File: config.mk
export PLATFORM = sky130hd
export DESIGN_NAME = exponent_rescale_stream_flat
export DESIGN_NICKNAME = d
export VERILOG_FILES = /design/src/rtl/exponent_rescale_stream_if.sv /design/src/rtl/exponent_rescale_stream.sv /design/src/flat_wrapper.sv
export SDC_FILE = /design/constraint.sdc
export NUM_CORES = 1
export LEC_CHECK = 0
export ABC_AREA = 1
export CAP_MARGIN = 10
export CORE_MARGIN = 3
export CORE_UTILIZATION = 35
export DETAILED_ROUTE_END_ITERATION = 6
export PLACE_DENSITY_LB_ADDON = 0.08
export SETUP_SLACK_MARGIN = 0.3
export SKIP_CTS_REPAIR_TIMING = 1
export SKIP_LAST_GASP = 1
export SLEW_MARGIN = 20
export SYNTH_ARGS = -nofsm -noshare
export SYNTH_HDL_FRONTEND = slang
export SYNTH_SLANG_ARGS = --single-unit
File: constraint.sdc
create_clock -name clk -period 14.05 [get_ports clk]
set_input_delay 4.215 -clock clk [delete_from_list [all_inputs] [get_ports clk]]
set_output_delay 4.215 -clock clk [all_outputs]
set_load 0.01 [all_outputs]
File: src/rtl/exponent_rescale_stream_if.sv
// Stream bundle for exponent_rescale_stream: input beat channel with frame-level
// mode/shift sideband, and the rescaled output beat channel.
interface exponent_rescale_stream_if #(
  parameter int EXP_WIDTH = 4,
  parameter int LANES     = 8
);
  logic                       mode;
  logic [EXP_WIDTH-1:0]       shift_exp;
  logic                       in_valid;
  logic                       in_ready;
  logic [LANES*EXP_WIDTH-1:0] in_exp;
  logic                       in_last;
  logic                       out_valid;
  logic                       out_ready;
  logic [LANES*EXP_WIDTH-1:0] out_exp;
  logic                       out_last;
  logic [EXP_WIDTH-1:0]       out_frame_max;

  modport master (
    output mode, shift_exp, in_valid, in_exp, in_last, out_ready,
    input  in_ready, out_valid, out_exp, out_last, out_frame_max
  );

  modport slave (
    input  mode, shift_exp, in_valid, in_exp, in_last, out_ready,
    output in_ready, out_valid, out_exp, out_last, out_frame_max
  );
endinterface

File: src/rtl/exponent_rescale_stream.sv
// Frame-buffered exponent rescaler: fills one frame while tracking its max nonzero
// exponent, then replays it rebased by an external shift or normalised to that max.
module exponent_rescale_stream #(
  parameter int EXP_WIDTH = 4,
  parameter int LANES     = 8,
  parameter int BEATS     = 8,
  parameter int BIAS      = 8
) (
  input logic                       clk,
  input logic                       rst_n,
  exponent_rescale_stream_if.slave  bus
);

  localparam int CW  = $clog2(BEATS + 1);
  localparam int IW  = (BEATS > 1) ? $clog2(BEATS) : 1;
  localparam int EW2 = EXP_WIDTH + 2;
  localparam int DW  = LANES * EXP_WIDTH;

  localparam logic [EXP_WIDTH-1:0] MAX_E  = '1;
  localparam logic signed [EW2-1:0] MAX_S  = EW2'((1 << EXP_WIDTH) - 1);
  localparam logic signed [EW2-1:0] BIAS_S = EW2'(BIAS);

  typedef enum logic {FILL, DRAIN} state_e;

  state_e               state_q, state_d;
  logic                 in_ready_q, in_ready_d;
  logic                 out_valid_q, out_valid_d;
  logic                 out_last_q, out_last_d;
  logic [CW-1:0]        wr_cnt_q, wr_cnt_d;
  logic [CW-1:0]        rd_cnt_q, rd_cnt_d;
  logic [CW-1:0]        last_idx_q, last_idx_d;
  logic                 mode_q, mode_d;
  logic [EXP_WIDTH-1:0] shift_q, shift_d;
  logic [EXP_WIDTH-1:0] run_max_q, run_max_d;
  logic [EXP_WIDTH-1:0] frame_max_q, frame_max_d;

  logic [DW-1:0]        buf_q [BEATS];
  logic [DW-1:0]        rd_beat;
  logic [EXP_WIDTH-1:0] beat_max;
  logic                 in_hs;
  logic                 out_hs;
  logic                 first_beat;

  function automatic logic [EXP_WIDTH-1:0] max_e(input logic [EXP_WIDTH-1:0] a,
                                                 input logic [EXP_WIDTH-1:0] b);
    return (a > b) ? a : b;
  endfunction

  // Intermediate is EXP_WIDTH+2 bits signed so both underflow and overflow are visible.
  function automatic logic [EXP_WIDTH-1:0] rescale(input logic [EXP_WIDTH-1:0] e,
                                                   input logic                 md,
                                                   input logic [EXP_WIDTH-1:0] sh,
                                                   input logic [EXP_WIDTH-1:0] fm);
    logic signed [EW2-1:0] t;
    if (e == '0) return '0;
    if (md) t = $signed({2'b00, e}) + MAX_S - $signed({2'b00, fm});
    else    t = $signed({2'b00, e}) + $signed({2'b00, sh}) - BIAS_S;
    if (t <= 0)     return '0;
    if (t > MAX_S)  return MAX_E;
    return t[EXP_WIDTH-1:0];
  endfunction

  always_comb begin
    beat_max = '0;
    for (int unsigned l = 0; l < LANES; l++) begin
      beat_max = max_e(beat_max, bus.in_exp[l*EXP_WIDTH +: EXP_WIDTH]);
    end
  end

  assign in_hs      = bus.in_valid & in_ready_q;
  assign out_hs     = out_valid_q & bus.out_ready;
  assign first_beat = (wr_cnt_q == '0);

  always_comb begin
    state_d     = state_q;
    in_ready_d  = in_ready_q;
    out_valid_d = out_valid_q;
    out_last_d  = out_last_q;
    wr_cnt_d    = wr_cnt_q;
    rd_cnt_d    = rd_cnt_q;
    last_idx_d  = last_idx_q;
    mode_d      = mode_q;
    shift_d     = shift_q;
    run_max_d   = run_max_q;
    frame_max_d = frame_max_q;

    case (state_q)
      FILL: begin
        // in_ready is held low during reset; it rises on the first edge out of reset.
        in_ready_d  = 1'b1;
        out_valid_d = 1'b0;
        out_last_d  = 1'b0;
        if (in_hs) begin
          wr_cnt_d = wr_cnt_q + CW'(1);
          if (first_beat) begin
            mode_d    = bus.mode;
            shift_d   = bus.shift_exp;
            run_max_d = beat_max;
          end else begin
            run_max_d = max_e(run_max_q, beat_max);
          end
          if (bus.in_last || (wr_cnt_q == CW'(BEATS - 1))) begin
            state_d     = DRAIN;
            in_ready_d  = 1'b0;
            out_valid_d = 1'b1;
            out_last_d  = first_beat;
            last_idx_d  = wr_cnt_q;
            rd_cnt_d    = '0;
            frame_max_d = run_max_d;
          end
        end
      end
      DRAIN: begin
        in_ready_d = 1'b0;
        if (out_hs) begin
          if (out_last_q) begin
            state_d     = FILL;
            in_ready_d  = 1'b1;
            out_valid_d = 1'b0;
            out_last_d  = 1'b0;
            rd_cnt_d    = '0;
            wr_cnt_d    = '0;
          end else begin
            rd_cnt_d   = rd_cnt_q + CW'(1);
            out_last_d = ((rd_cnt_q + CW'(1)) == last_idx_q);
          end
        end
      end
      default: state_d = FILL;
    endcase
  end

  always_ff @(posedge clk) begin
    if (!rst_n) begin
      state_q     <= FILL;
      in_ready_q  <= 1'b0;
      out_valid_q <= 1'b0;
      out_last_q  <= 1'b0;
      wr_cnt_q    <= '0;
      rd_cnt_q    <= '0;
      last_idx_q  <= '0;
      mode_q      <= 1'b0;
      shift_q     <= '0;
      run_max_q   <= '0;
      frame_max_q <= '0;
    end else begin
      state_q     <= state_d;
      in_ready_q  <= in_ready_d;
      out_valid_q <= out_valid_d;
      out_last_q  <= out_last_d;
      wr_cnt_q    <= wr_cnt_d;
      rd_cnt_q    <= rd_cnt_d;
      last_idx_q  <= last_idx_d;
      mode_q      <= mode_d;
      shift_q     <= shift_d;
      run_max_q   <= run_max_d;
      frame_max_q <= frame_max_d;
    end
  end

  // Frame storage carries no reset; stale entries are never replayed.
  always_ff @(posedge clk) begin
    if (in_hs) buf_q[wr_cnt_q[IW-1:0]] <= bus.in_exp;
  end

  assign rd_beat = buf_q[rd_cnt_q[IW-1:0]];

  always_comb begin
    bus.out_exp = '0;
    if (out_valid_q) begin
      for (int unsigned l = 0; l < LANES; l++) begin
        bus.out_exp[l*EXP_WIDTH +: EXP_WIDTH] =
          rescale(rd_beat[l*EXP_WIDTH +: EXP_WIDTH], mode_q, shift_q, frame_max_q);
      end
    end
  end

  assign bus.in_ready      = in_ready_q;
  assign bus.out_valid     = out_valid_q;
  assign bus.out_last      = out_last_q;
  assign bus.out_frame_max = frame_max_q;

endmodule
File: src/flat_wrapper.sv
// flat-port wrapper written by rule: the top's interface ports become plain ports
module exponent_rescale_stream_flat 
#(
  parameter int EXP_WIDTH = 4,
  parameter int LANES     = 8,
  parameter int BEATS     = 8,
  parameter int BIAS      = 8
)
  (clk, rst_n, bus_mode, bus_shift_exp, bus_in_valid, bus_in_exp, bus_in_last, bus_out_ready, bus_in_ready, bus_out_valid, bus_out_exp, bus_out_last, bus_out_frame_max);
  exponent_rescale_stream_if #(.EXP_WIDTH(EXP_WIDTH), .LANES(LANES)) bus_i ();
  input logic clk;
  input logic rst_n;
  input wire logic [$bits(bus_i.mode)-1:0] bus_mode;
  input wire logic [$bits(bus_i.shift_exp)-1:0] bus_shift_exp;
  input wire logic [$bits(bus_i.in_valid)-1:0] bus_in_valid;
  input wire logic [$bits(bus_i.in_exp)-1:0] bus_in_exp;
  input wire logic [$bits(bus_i.in_last)-1:0] bus_in_last;
  input wire logic [$bits(bus_i.out_ready)-1:0] bus_out_ready;
  output wire logic [$bits(bus_i.in_ready)-1:0] bus_in_ready;
  output wire logic [$bits(bus_i.out_valid)-1:0] bus_out_valid;
  output wire logic [$bits(bus_i.out_exp)-1:0] bus_out_exp;
  output wire logic [$bits(bus_i.out_last)-1:0] bus_out_last;
  output wire logic [$bits(bus_i.out_frame_max)-1:0] bus_out_frame_max;
  assign bus_i.mode = bus_mode;
  assign bus_i.shift_exp = bus_shift_exp;
  assign bus_i.in_valid = bus_in_valid;
  assign bus_i.in_exp = bus_in_exp;
  assign bus_i.in_last = bus_in_last;
  assign bus_i.out_ready = bus_out_ready;
  assign bus_in_ready = bus_i.in_ready;
  assign bus_out_valid = bus_i.out_valid;
  assign bus_out_exp = bus_i.out_exp;
  assign bus_out_last = bus_i.out_last;
  assign bus_out_frame_max = bus_i.out_frame_max;
  exponent_rescale_stream #(.EXP_WIDTH(EXP_WIDTH), .LANES(LANES), .BEATS(BEATS), .BIAS(BIAS)) u_core (.clk(clk), .rst_n(rst_n), .bus(bus_i));
endmodule
==> results of run 1 <==
[layout by cell type, fill, tap and decap left out, drive strengths merged, types with 18 or more instances in the layout]
cell type,instances
a21oi,52
ha,123
o22ai,53
inv,202
clkdlybuf4s50,74
clkbuf,45
nor2,251
nand3,73
o21ai,209
xor2,18
buf,24
nand2,291
dfxtp,32
xnor2,18
edfxtp,256
[how the worst max path moves through the flow]
stage | start | end | slack, ps
after floorplan | bus_in_exp[7] | u_core.bus.out_frame_max[1] | 1860
after global placement | bus_in_exp[5] | u_core.run_max_q[3] | 140
after detailed placement | bus_in_exp[5] | u_core.run_max_q[2] | -200
after CTS | bus_in_exp[3] | u_core.run_max_q[2] | 350
after global routing | bus_in_exp[1] | u_core.run_max_q[1] | 240
final | bus_in_exp[1] | u_core.run_max_q[2] | 1180
[kinds of logic after synthesis]
logic type | share of synthesized area
xor+xnor | 0.0204
compound gates | 0.118
simple gates | 0.176
flops | 0.502
fa+ha+maj | 0.112
mux | 0.00362
buf+inv | 0.0671
[area by class of cell]
class                      count  area (um^2)  share of cell area
sequential                   288         8330               0.433
multi-input combinational   1197         7240               0.376
timing repair buffer         104          996              0.0518
antenna                        1         2.50            0.000130
tap                          607          759              0.0395
inverter                     204          767              0.0399
clock inverter                18          186             0.00969
clock buffer                  45          956              0.0497
[worst max-delay path, delay by kind of cell]
family                     cells  cell delay [ps]
adders and majority gates      8             2410
buffers and inverters         16             1820
AOI/OAI and AO/OA             12             1950
and+or+nand+nor               33             2850
[layer usage]
metal | vias up | global-route usage | routed length (um)
met5 | - | 0 | 17
met3 | 57 | 0.0257 | 1750
met4 | 2 | 0.0549 | 1030
met1 | 5856 | 0.254 | 21800
li1 | 6133 | - | -
met2 | 213 | 0.305 | 21200
[metrics by stage]
step | util | instance area (um^2) | TNS [ps] | std cells | hold WS (ps)
after detailed placement | 0.386 | 18000 | -1400 | 2398 | 525
after floorplan | - | 16600 | 0 | 1750 | 483
after global placement | 0.386 | 18000 | 0 | 2398 | 526
after global routing | 0.412 | 19200 | 0 | 2463 | 569
after CTS | 0.411 | 19200 | 0 | 2461 | 530
final | 0.412 | 19200 | 0 | 2464 | 524
[sequential cells by signal (all words and copies together) (netlist names), 4 cells and up, named ones only]
register,count
u_core.run_max_q,4
u_core.bus.out_frame_max,4
u_core.wr_cnt_q,4
u_core.rd_cnt_q,4
u_core.last_idx_q,4
u_core.buf_q,256
u_core.shift_q,4
[power breakdown]
part | leakage [nW] | internal (mW) | switching (mW)
Clock | 0.555 | 0.554 | 0.348
Sequential | 2.57 | 0.953 | 0.0188
Combinational | 4.77 | 0.313 | 0.523
Total | 7.89 | 1.82 | 0.889
==> flow_metrics.tcl, run 1 <==
set metrics [dict create \
    netlist_area_um2 16600 \
    routed_via_density 4.98 \
    io_pins 81 \
    antenna_found_initial 2 \
    end_kind "flip-flop" \
    place_congestion 0.788 \
    dpl_worst_slack_ps -205 \
    period_minus_slack_ps 12870 \
    antenna_left 0 \
    r2r_slack_ps 11620 \
    grt_max_degree 89 \
    crit_fanout 5 \
    setup_violations 0 \
    drc_errors 0 \
    synth.top_cells.by_count "270 x nand2_1, 256 x edfxtp_1, 232 x nor2_1" \
    n_fill_cell 4694 \
    numCtsBuffers 35 \
    drt_iter0_markers 704 \
    h-tree-depth 2 \
    maxSlewHeadroom 0.292 \
    worst_pin_slew_ps 1060 \
    clkTransAtPathRegs_ps 60 \
    synth_async_sr_flop_share 0 \
    coreArea_um2 46700 \
    power_mw 2.71 \
    port-buffer-count 80 \
    ff2ff_path_depth 11 \
    wire_per_inst_um 18.6 \
    die_h_um 224 \
    worstPathRequired_ps 14480 \
    r2r-start "u_core.bus.in_ready" \
    max_freq_ghz 0.0777 \
    design.die.area_um2 50000 \
    max_cap_viol_count 0 \
    cpMostUsedCell "nand2_1" \
    finalClockSkew_ps 8.79 \
    synth.distinct_cells 54 \
    ys_warn_count 0 \
    vdd_drop_max_mv 0.0878 \
    synth_edf_count 256 \
    p_leak_nw 7.89 \
    period_share 0.916 \
    ys_seq_area_frac 0.502 \
    grt_pass1_wl_um 70700 \
    grt_pass1_vias 11900 \
    hold_viol 0 \
    critPathSlowestCell "clkdlybuf4s50_1" \
    cpPeakStageDelay_ps 490 \
    holdPathStages 2 \
    cts_tree "built" \
    cts_max_path_buffers 3 \
    start_util 0.355 \
    yosys.area.top_type_share 0.464 \
    run_status "finished clean" \
    first_pass_iters 5 \
    hold_end "u_core.wr_cnt_q[1]" \
    grt_overflow_total 0 \
    num_rows 79 \
    synth_area_leaders "edfxtp_1 46%, ha_1 9.3%, nand2_1 6.1%" \
    path_class "input pin to flip-flop" \
    rsz0062_at_grt "no" \
    p_per_area_nw_per_um2 141 \
    crit_path_start_kind "input pin" \
    die_width_um 224 \
    setup_slack_ps 1180 \
    dp_hpwl_um 29900 \
    synth_flop_cell "edfxtp_1" \
    finalNetCount 2011 \
    cts.sinks 288 \
    drv_slew 0 \
    layout-drive-gt1-share 0.0975 \
    area_growth_pct 16.1 \
    min_from "u_core.wr_cnt_q[1]" \
    synth_area_leader_cell "edfxtp_1" \
    insertion_delay_ps 530 \
    synth_seq_cells 288 \
    syn-num-nets 1931 \
    yosysMostFrequentCell "nand2_1" \
    vias 12300 \
    root_buffer "clkbuf_16" \
    worstPathArrival_ps 13290 \
    track_usage 0.184 \
    finalWirelength_um 45800 \
    syn_inst 1750 \
    hold_path_class "flip-flop to flip-flop" \
    syn_avg_cell_area_um2 9.47 \
]
Power figures use the tool's default switching activity.
==> run 2: changes to the inputs <==
- SETUP_SLACK_MARGIN: 0.3 -> 0.05
==> run 2 against run 1 <==
  * Maximum frequency down 0.71%
  * Register-to-register slack hardly changed
  * Clock power is essentially flat
  * Count of clock-buffer cells in the layout stayed put
  * Critical path depth is the same
  * Total power barely moved
  * First-iteration DRC count is 0.71% lower
  * Sequential share of layout area is essentially flat
  * Worst hold slack unchanged
  * Non-clock buffer count did not move
  * Critical path type unchanged
  * Critical endpoint unchanged
==> flow_metrics.tcl, run 2 (synthesized netlist as in run 1, its figures left out) <==
set metrics [dict create \
    numCtsBuffers 35 \
    grt_pass1_wl_um 70700 \
    clkTransAtPathRegs_ps 60 \
    io_pins 81 \
    cts.sinks 288 \
    path_class "input pin to flip-flop" \
    r2r-start "u_core.bus.in_ready" \
    power_mw 2.71 \
    place_congestion 0.788 \
    crit_path_start_kind "input pin" \
    cpMostUsedCell "nand2_1" \
    fin_area_um2 19200 \
    critPathTopFamily "simple AND/OR/NAND/NOR gates" \
    max_freq_ghz 0.0772 \
    cts_tree "built" \
    final_core_util 0.412 \
    largest_reg_flops 256 \
    num_rows 79 \
    maxSlewHeadroom 0.292 \
    layout-drive-gt1-share 0.0975 \
    drt_iter0_markers 699 \
    antenna_found_initial 2 \
    finalWirelength_um 45800 \
    hold_viol 0 \
    max_cap_viol_count 0 \
    rsz0062_at_grt "no" \
    hold_ws_ps 524 \
    root_buffer "clkbuf_16" \
    layout_commonest_cell "nand2_1" \
    min_from "u_core.wr_cnt_q[1]" \
    hold_end "u_core.wr_cnt_q[1]" \
    start_util 0.355 \
    port-buffer-count 80 \
    place_area_um2 18000 \
    r2r_slack_ps 11630 \
    worstPathArrival_ps 13380 \
    end_kind "flip-flop" \
    crit_buf_inv 16 \
    routed_via_density 4.98 \
    p_leak_nw 7.89 \
    track_usage 0.184 \
    area_growth_pct 16.0 \
    ff2ff_path_depth 11 \
    antenna_left 0 \
    finalClockSkew_ps 8.51 \
    grt_pass1_vias 11900 \
    drv_slew 0 \
    first_pass_iters 5 \
    die_width_um 224 \
    holdPathStages 2 \
    die_h_um 224 \
    cpPeakStageDelay_ps 490 \
    dp_hpwl_um 29900 \
    period_minus_slack_ps 12960 \
    layout_common_cells "270 x nand2_1, 256 x edfxtp_1, 224 x nor2_1" \
    vias 12300 \
    grt_max_degree 89 \
    h-tree-depth 2 \
    worst_pin_slew_ps 1060 \
    run_status "finished clean" \
    grt_overflow_total 0 \
    worstPathRequired_ps 14480 \
    coreArea_um2 46700 \
    finalNetCount 2011 \
    design.die.area_um2 50000 \
    insertion_delay_ps 530 \
    hold_path_class "flip-flop to flip-flop" \
    p_per_area_nw_per_um2 141 \
    cp.depth 69 \
    wire_per_inst_um 18.6 \
    vdd_drop_max_mv 0.0878 \
    crit_fanout 5 \
    setup_violations 0 \
    critPathSlowestCell "clkdlybuf4s50_1" \
    drc_errors 0 \
    cts_max_path_buffers 3 \
    period_share 0.922 \
]
-- run 2: cell counts in the layout (fill, tap and decap cells not counted) --
No cell type changed its count.
-- run 2: worst max-delay path by stage --
stage | startpoint | to | slack, ps
after floorplan | bus_in_exp[7] | u_core.bus.out_frame_max[1] | 1860
after CTS | bus_in_exp[3] | u_core.run_max_q[2] | 350
final | bus_in_exp[1] | u_core.run_max_q[2] | 1090
after detailed placement | bus_in_exp[5] | u_core.run_max_q[2] | -200
after global routing | bus_in_exp[1] | u_core.run_max_q[1] | 70
after global placement | bus_in_exp[5] | u_core.run_max_q[3] | 140
-- run 2: cell type report --
cell class | instances | area (um^2)
Fill cell | 4694 | 27400
Sequential cell | 288 | 8330
Antenna cell | 1 | 2.50
Multi-Input combinational cell | 1197 | 7230
Timing Repair Buffer | 104 | 996
Tap cell | 607 | 759
Inverter | 204 | 767
Clock buffer | 45 | 956
Clock inverter | 18 | 186
-- run 2: tightest hold or removal path: stages (launching register included) --
cell and delay (ps):
dfxtp_1 350, nand2_1 80, a21oi_1 50
-- run 2: power by group --
group / leakage, nW / internal [mW] / switching, mW / total (mW)
logic: 4.76 / 0.313 / 0.523 / 0.835
clock network: 0.555 / 0.554 / 0.348 / 0.901
registers: 2.57 / 0.953 / 0.0188 / 0.972
total: 7.89 / 1.82 / 0.889 / 2.71
-- run 2: per-stage QoR --
step / setup slack [ps] / instances / setup TNS [ps]
3_5_place_dp: -205 / 2398 / -1400
6_report: 1090 / 2464 / 0
3_3_place_gp: 141 / 2398 / 0
5_1_grt: 69.5 / 2463 / 0
2_1_floorplan: 1860 / 1750 / 0
4_1_cts: 351 / 2461 / 0
-- run 2: per-layer routing --
layer	wire length, um	track usage	vias to the layer above
met5	17	0	-
met1	21900	0.254	5864
li1	-	-	6133
met3	1750	0.0257	57
met4	1030	0.0549	2
met2	21200	0.305	208
